### config.mk
export PLATFORM = sky130hd
export DESIGN_NAME = hazard_unit
export DESIGN_NICKNAME = d
export VERILOG_FILES = /design/src/rtl/hazard_pkg.sv /design/src/rtl/hazard_unit_fwd_sel.sv /design/src/rtl/hazard_unit.sv
export SDC_FILE = /design/constraint.sdc
export NUM_CORES = 1
export LEC_CHECK = 0
export CAP_MARGIN = 20
export CORE_MARGIN = 5
export CORE_UTILIZATION = 46
export DETAILED_ROUTE_END_ITERATION = 12
export PLACE_DENSITY = 0.87
export SETUP_SLACK_MARGIN = 0.05
export SYNTH_ARGS = -nofsm -noshare
export SYNTH_HDL_FRONTEND = slang
export SYNTH_SLANG_ARGS = --single-unit
### constraint.sdc
create_clock -name clk -period 4.9 [get_ports clk]
set_input_delay 1.47 -clock clk [delete_from_list [all_inputs] [get_ports clk]]
set_output_delay 1.47 -clock clk [all_outputs]
set_load 0.1 [all_outputs]
### src/rtl/hazard_pkg.sv
// Shared encodings for the hazard unit: forward-select codes and FSM state type.
package hazard_pkg;

    localparam logic [1:0] FWD_RF  = 2'b00;
    localparam logic [1:0] FWD_MEM = 2'b01;
    localparam logic [1:0] FWD_WB  = 2'b10;

    typedef enum logic {
        RUN   = 1'b0,
        MULTI = 1'b1
    } hu_state_t;

endpackage

### src/rtl/hazard_unit_fwd_sel.sv
// Single execute-operand forward select. MEM wins over WB, and x0 never forwards.
module fwd_sel
    import hazard_pkg::*;
(
    input  logic [4:0] i_rs,
    input  logic [4:0] i_rd_mem,
    input  logic       i_me_we,
    input  logic [4:0] i_rd_wb,
    input  logic       i_wb_we,
    output logic [1:0] o_sel
);

    logic w_hit_mem;
    logic w_hit_wb;

    assign w_hit_mem = i_me_we && (i_rd_mem != 5'd0) && (i_rd_mem == i_rs);
    assign w_hit_wb  = i_wb_we && (i_rd_wb  != 5'd0) && (i_rd_wb  == i_rs);

    // Priority select: the newer MEM result shadows the older WB one.
    always_comb begin
        o_sel = FWD_RF;
        if (w_hit_mem)
            o_sel = FWD_MEM;
        else if (w_hit_wb)
            o_sel = FWD_WB;
    end

endmodule

### src/rtl/hazard_unit.sv
// Pipeline hazard unit: operand forwarding, load-use stall, branch flush and
// multicycle-op stall sequencing, plus a saturating count of decode stalls.
//
// state | meaning
// RUN   | normal issue; branch, load-use and multicycle start are evaluated
// MULTI | multicycle op occupying EX; pipeline frozen, CNT counts down
//
// The issue cycle of a multicycle op is itself the first stalled cycle, so an
// op of MULTI_LAT cycles spends MULTI_LAT-2 cycles in MULTI. A two-cycle op
// therefore stalls only in its issue cycle and never leaves RUN.
module hazard_unit
    import hazard_pkg::*;
#(
    parameter int CNT_W = 16,
    parameter int LAT_W = 4
) (
    input  logic             clk,
    input  logic             rst,
    input  logic [4:0]       RS1_D,
    input  logic [4:0]       RS2_D,
    input  logic [4:0]       RS1_EX,
    input  logic [4:0]       RS2_EX,
    input  logic [4:0]       RD_EX,
    input  logic [4:0]       RD_MEM,
    input  logic [4:0]       RD_WB,
    input  logic             DE_WE,
    input  logic             ME_WE,
    input  logic             WB_WE,
    input  logic             MEM_REG,
    input  logic             PC_R,
    input  logic             MULTI_START,
    input  logic [LAT_W-1:0] MULTI_LAT,
    output logic [1:0]       HU_RS1,
    output logic [1:0]       HU_RS2,
    output logic             STALL_F,
    output logic             STALL_D,
    output logic             STALL_E,
    output logic             FLUSH_D,
    output logic             FLUSH_E,
    output logic [CNT_W-1:0] STALL_CNT
);

    hu_state_t        r_state;
    hu_state_t        w_state_nxt;
    logic [LAT_W-1:0] r_cnt;
    logic [LAT_W-1:0] w_cnt_nxt;
    logic [LAT_W-1:0] w_cnt_dec;
    logic [CNT_W-1:0] r_stall_cnt;
    logic [1:0]       w_sel1;
    logic [1:0]       w_sel2;
    logic             w_load_use;
    logic             w_multi_go;
    logic             w_multi_long;

    fwd_sel u_fwd_rs1 (
        .i_rs     (RS1_EX),
        .i_rd_mem (RD_MEM),
        .i_me_we  (ME_WE),
        .i_rd_wb  (RD_WB),
        .i_wb_we  (WB_WE),
        .o_sel    (w_sel1)
    );

    fwd_sel u_fwd_rs2 (
        .i_rs     (RS2_EX),
        .i_rd_mem (RD_MEM),
        .i_me_we  (ME_WE),
        .i_rd_wb  (RD_WB),
        .i_wb_we  (WB_WE),
        .o_sel    (w_sel2)
    );

    assign HU_RS1 = rst ? FWD_RF : w_sel1;
    assign HU_RS2 = rst ? FWD_RF : w_sel2;

    assign w_load_use   = MEM_REG && DE_WE && (RD_EX != 5'd0) &&
                          ((RD_EX == RS1_D) || (RD_EX == RS2_D));
    assign w_multi_go   = MULTI_START && (MULTI_LAT > LAT_W'(1));
    assign w_multi_long = MULTI_LAT > LAT_W'(2);
    assign w_cnt_dec    = r_cnt - LAT_W'(1);

    // FSM state and multicycle down-counter.
    always_ff @(posedge clk) begin
        if (rst) begin
            r_state <= RUN;
            r_cnt   <= '0;
        end else begin
            r_state <= w_state_nxt;
            r_cnt   <= w_cnt_nxt;
        end
    end

    // Next state and stall/flush decode; everything held low during reset.
    always_comb begin
        w_state_nxt = r_state;
        w_cnt_nxt   = r_cnt;
        STALL_F     = 1'b0;
        STALL_D     = 1'b0;
        STALL_E     = 1'b0;
        FLUSH_D     = 1'b0;
        FLUSH_E     = 1'b0;
        if (!rst) begin
            case (r_state)
                RUN: begin
                    if (PC_R) begin
                        FLUSH_D = 1'b1;
                        FLUSH_E = 1'b1;
                    end else if (w_multi_go) begin
                        STALL_F = 1'b1;
                        STALL_D = 1'b1;
                        STALL_E = 1'b1;
                        if (w_multi_long) begin
                            w_state_nxt = MULTI;
                            w_cnt_nxt   = MULTI_LAT - LAT_W'(1);
                        end
                    end else if (w_load_use) begin
                        STALL_F = 1'b1;
                        STALL_D = 1'b1;
                        FLUSH_E = 1'b1;
                    end
                end
                MULTI: begin
                    STALL_F   = 1'b1;
                    STALL_D   = 1'b1;
                    STALL_E   = 1'b1;
                    w_cnt_nxt = w_cnt_dec;
                    if (w_cnt_dec == LAT_W'(1)) begin
                        w_state_nxt = RUN;
                        w_cnt_nxt   = '0;
                    end
                end
                default: begin
                    w_state_nxt = RUN;
                    w_cnt_nxt   = '0;
                end
            endcase
        end
    end

    // Saturating count of decode-stall cycles.
    always_ff @(posedge clk) begin
        if (rst)
            r_stall_cnt <= '0;
        else if (STALL_D && (r_stall_cnt != {CNT_W{1'b1}}))
            r_stall_cnt <= r_stall_cnt + CNT_W'(1);
    end

    assign STALL_CNT = r_stall_cnt;

endmodule
==> impl_metrics.tcl <==
set metrics [dict create \
    grt_max_degree 22 \
    reg2regPathDepth 7 \
    dieArea_um2 4860 \
    skew_ns 0.00173 \
    arrival_ns 3.36 \
    synth_top_area_share 0.256 \
    ys.flop_type "dfxtp_1" \
    startpoint "MULTI_LAT[1]" \
    hp-class "reg -> reg" \
    max_freq_mhz 207 \
    grt_pass1_wl_um 7960 \
    core-area_um2 3390 \
    antenna_found_initial 0 \
    clock_sinks 21 \
    end_kind "output pin" \
    cp.depth 9 \
    synth_cell_types 41 \
    holdWs_ns 0.526 \
    yosys-top-cells-area "dfxtp_1 26%, xor2_1 11%, xnor2_1 8.0%" \
    final_util 0.787 \
    synthesis.nets 256 \
    drt_iter0_markers 110 \
    start_util 0.484 \
    clock_power_share 0.199 \
    async_flop_share 0 \
    htree_levels 1 \
    clkTransAtPathRegs_ns 0.13 \
    path_max_fanout 4 \
    place_hpwl_um 4000 \
    p_per_area_nw_per_um2 170 \
    r2r_slack_ns 2.51 \
    hold_violations 0 \
    tightestPinTransition_ns 0.982 \
    grt-ovfl-total 0 \
    irDropWorstVdd_v 0.000127 \
    syn_avg_cell_area_um2 8.07 \
    yosysMostFrequentCell "dfxtp_1" \
    finalSetupViolations 0 \
    ant_nets 0 \
    cts_root_buf "clkbuf_4" \
    synth_warnings 0 \
    syn_area_um2 1640 \
    path_class "in -> out" \
    drive_gt1_frac 0.155 \
    cts_buffer_depth 2 \
    insertion_delay_ns 0.31 \
    cts_tree "done" \
    fp-row-count 21 \
    fp.dieH_um 69.7 \
    switching_share 0.353 \
    io_buffer_count 71 \
    drc 0 \
    worstReg2RegStart "STALL_CNT[0]" \
    worstSetupEndpoint "STALL_F" \
    fin_crit_ns 4.83 \
    drv_cap 0 \
    crit_chain "clkdlybuf4s50_1 -> inv_2 -> ha_1 -> nor2_1 -> o311a_1 -> nor2_2 -> o32a_1 -> clkinvlp_4 -> buf_12" \
    final_nets 337 \
    path_buf_inv 4 \
    pwr-share-comb 0.400 \
    synth_area_leader_cell "dfxtp_1" \
    gp_congestion 0.854 \
    status "finished clean" \
    grt_pass1_vias 1803 \
    p_seq_frac 0.401 \
    wirelength_um 4870 \
    cp-start-kind "primary input" \
    power.switching_uw 160 \
    ys_top_cells_by_count "21 x dfxtp_1, 20 x xor2_1, 19 x nor2_1, 15 x nand2_1, 15 x xnor2_1" \
    leakage_nw 0.999 \
    num_io_pins 72 \
    power.total_uw 453 \
    cpLargestDelayFamily "buffers and inverters" \
    routedWlPerCell_um 14.8 \
    syn_to_final_growth_pct 62.7 \
    numCtsBuffers 3 \
    diodes 0 \
    syn_inst 203 \
    first_pass_iters 5 \
    whs_path_depth 2 \
    routed_via_density 5.57 \
    worstReg2RegEnd "STALL_CNT[6]" \
    track_usage 0.195 \
    hold_buffers 0 \
    critPathSlowestCell "clkdlybuf4s50_1" \
    synth-edff-count 0 \
    timing.final.max_slew_violations 0 \
    die_w_um 69.7 \
    relSlewSlack 0.343 \
    final_area_um2 2670 \
    internal_power_uw 293 \
    yosys_register_bits 21 \
    cpPeakStageDelay_ns 0.45 \
    crit_required_ns 3.43 \
    fin_crit_sh 0.985 \
    postPlaceCellArea_um2 2610 \
    via_count 1831 \
    yosysSeqAreaShare 0.256 \
]
[cell families after synthesis]
group / synth area share
DFF: 0.256
xor gates and xnor gates: 0.187
adders and majority gates: 0.0458
buffers and inverters: 0.0397
muxes: 0.0573
and+or+nand+nor: 0.250
AOI/OAI and AO/OA: 0.163
[cell usage in the layout, fill, tap and decap left out, types with 5 or more instances in the layout]
cell type,count
nand4_1,5
inv_1,7
or4_1,7
xor2_1,20
nor2_1,17
xnor2_1,15
dfxtp_1,21
ha_1,6
nand3_1,12
a21oi_1,9
buf_4,11
mux2i_1,6
clkdlybuf4s50_1,58
nand2_1,15
buf_12,9
o311ai_0,5
[power groups by stage]
stage / logic (mW) / registers [mW] / clock network, mW
6_report: 0.181 / 0.182 / 0.0900
5_1_grt: 0.196 / 0.183 / 0.101
4_1_cts: 0.179 / 0.182 / 0.0905
3_5_place_dp: 0.179 / 0.185 / 0
3_3_place_gp: 0.175 / 0.185 / 0
2_1_floorplan: 0.0917 / 0.191 / 0
[registers in the layout (all words and copies together), names as in the netlist]
signal / count
STALL_CNT: 16
r_cnt: 4
r_state: 1
[per-layer routing]
layer  routed length [µm]  track usage  up-vias
li1                     -            -      909
met1                 1940        0.224      843
met2                 2510        0.356       71
met4                   89       0.0596        0
met3                  334       0.0435        8
met5                    0            0        -
[repair_timing]
action	4_1_cts	5_1_grt
buffers inserted	0	1
endpoints found under the hold margin	0	0
endpoints found under the setup margin	0	4
gates resized for setup	0	10
[cell type report]
| cell class | count | area [µm²] |
|---|---|---|
| clock buffer | 3 | 22.5 |
| inverter | 10 | 41.3 |
| fill | 236 | 722 |
| clock inverter | 1 | 5.00 |
| sequential | 21 | 420 |
| multi-input combinational | 166 | 1230 |
| timing repair buffer | 82 | 893 |
| tap | 46 | 57.6 |
[how the worst min path moves through the flow]
stage                  startpoint             to
detailed placement  STALL_CNT[15]  STALL_CNT[15]
global placement     STALL_CNT[6]   STALL_CNT[6]
global route         STALL_CNT[3]   STALL_CNT[3]
finish              STALL_CNT[15]  STALL_CNT[15]
floorplan                r_cnt[2]       r_cnt[2]
CTS                  STALL_CNT[3]   STALL_CNT[3]
[per-stage QoR]
stage,std cells,worst slack (ns),TNS (ns)
global route,329,-0.00703,-0.0135
floorplan,203,-0.0808,-0.142
detailed placement,324,0.0608,0
global placement,324,0.0869,0
finish,329,0.0742,0
CTS,328,0.0608,0
[tightest hold or removal path, delay by kind of cell (launching register included)]
| family | cells | cell delay [ns] |
|---|---|---|
| mux | 1 | 0.06 |
| flops | 1 | 0.37 |
| simple gates | 1 | 0.07 |
Note: power is estimated with default switching activity, not from simulation.
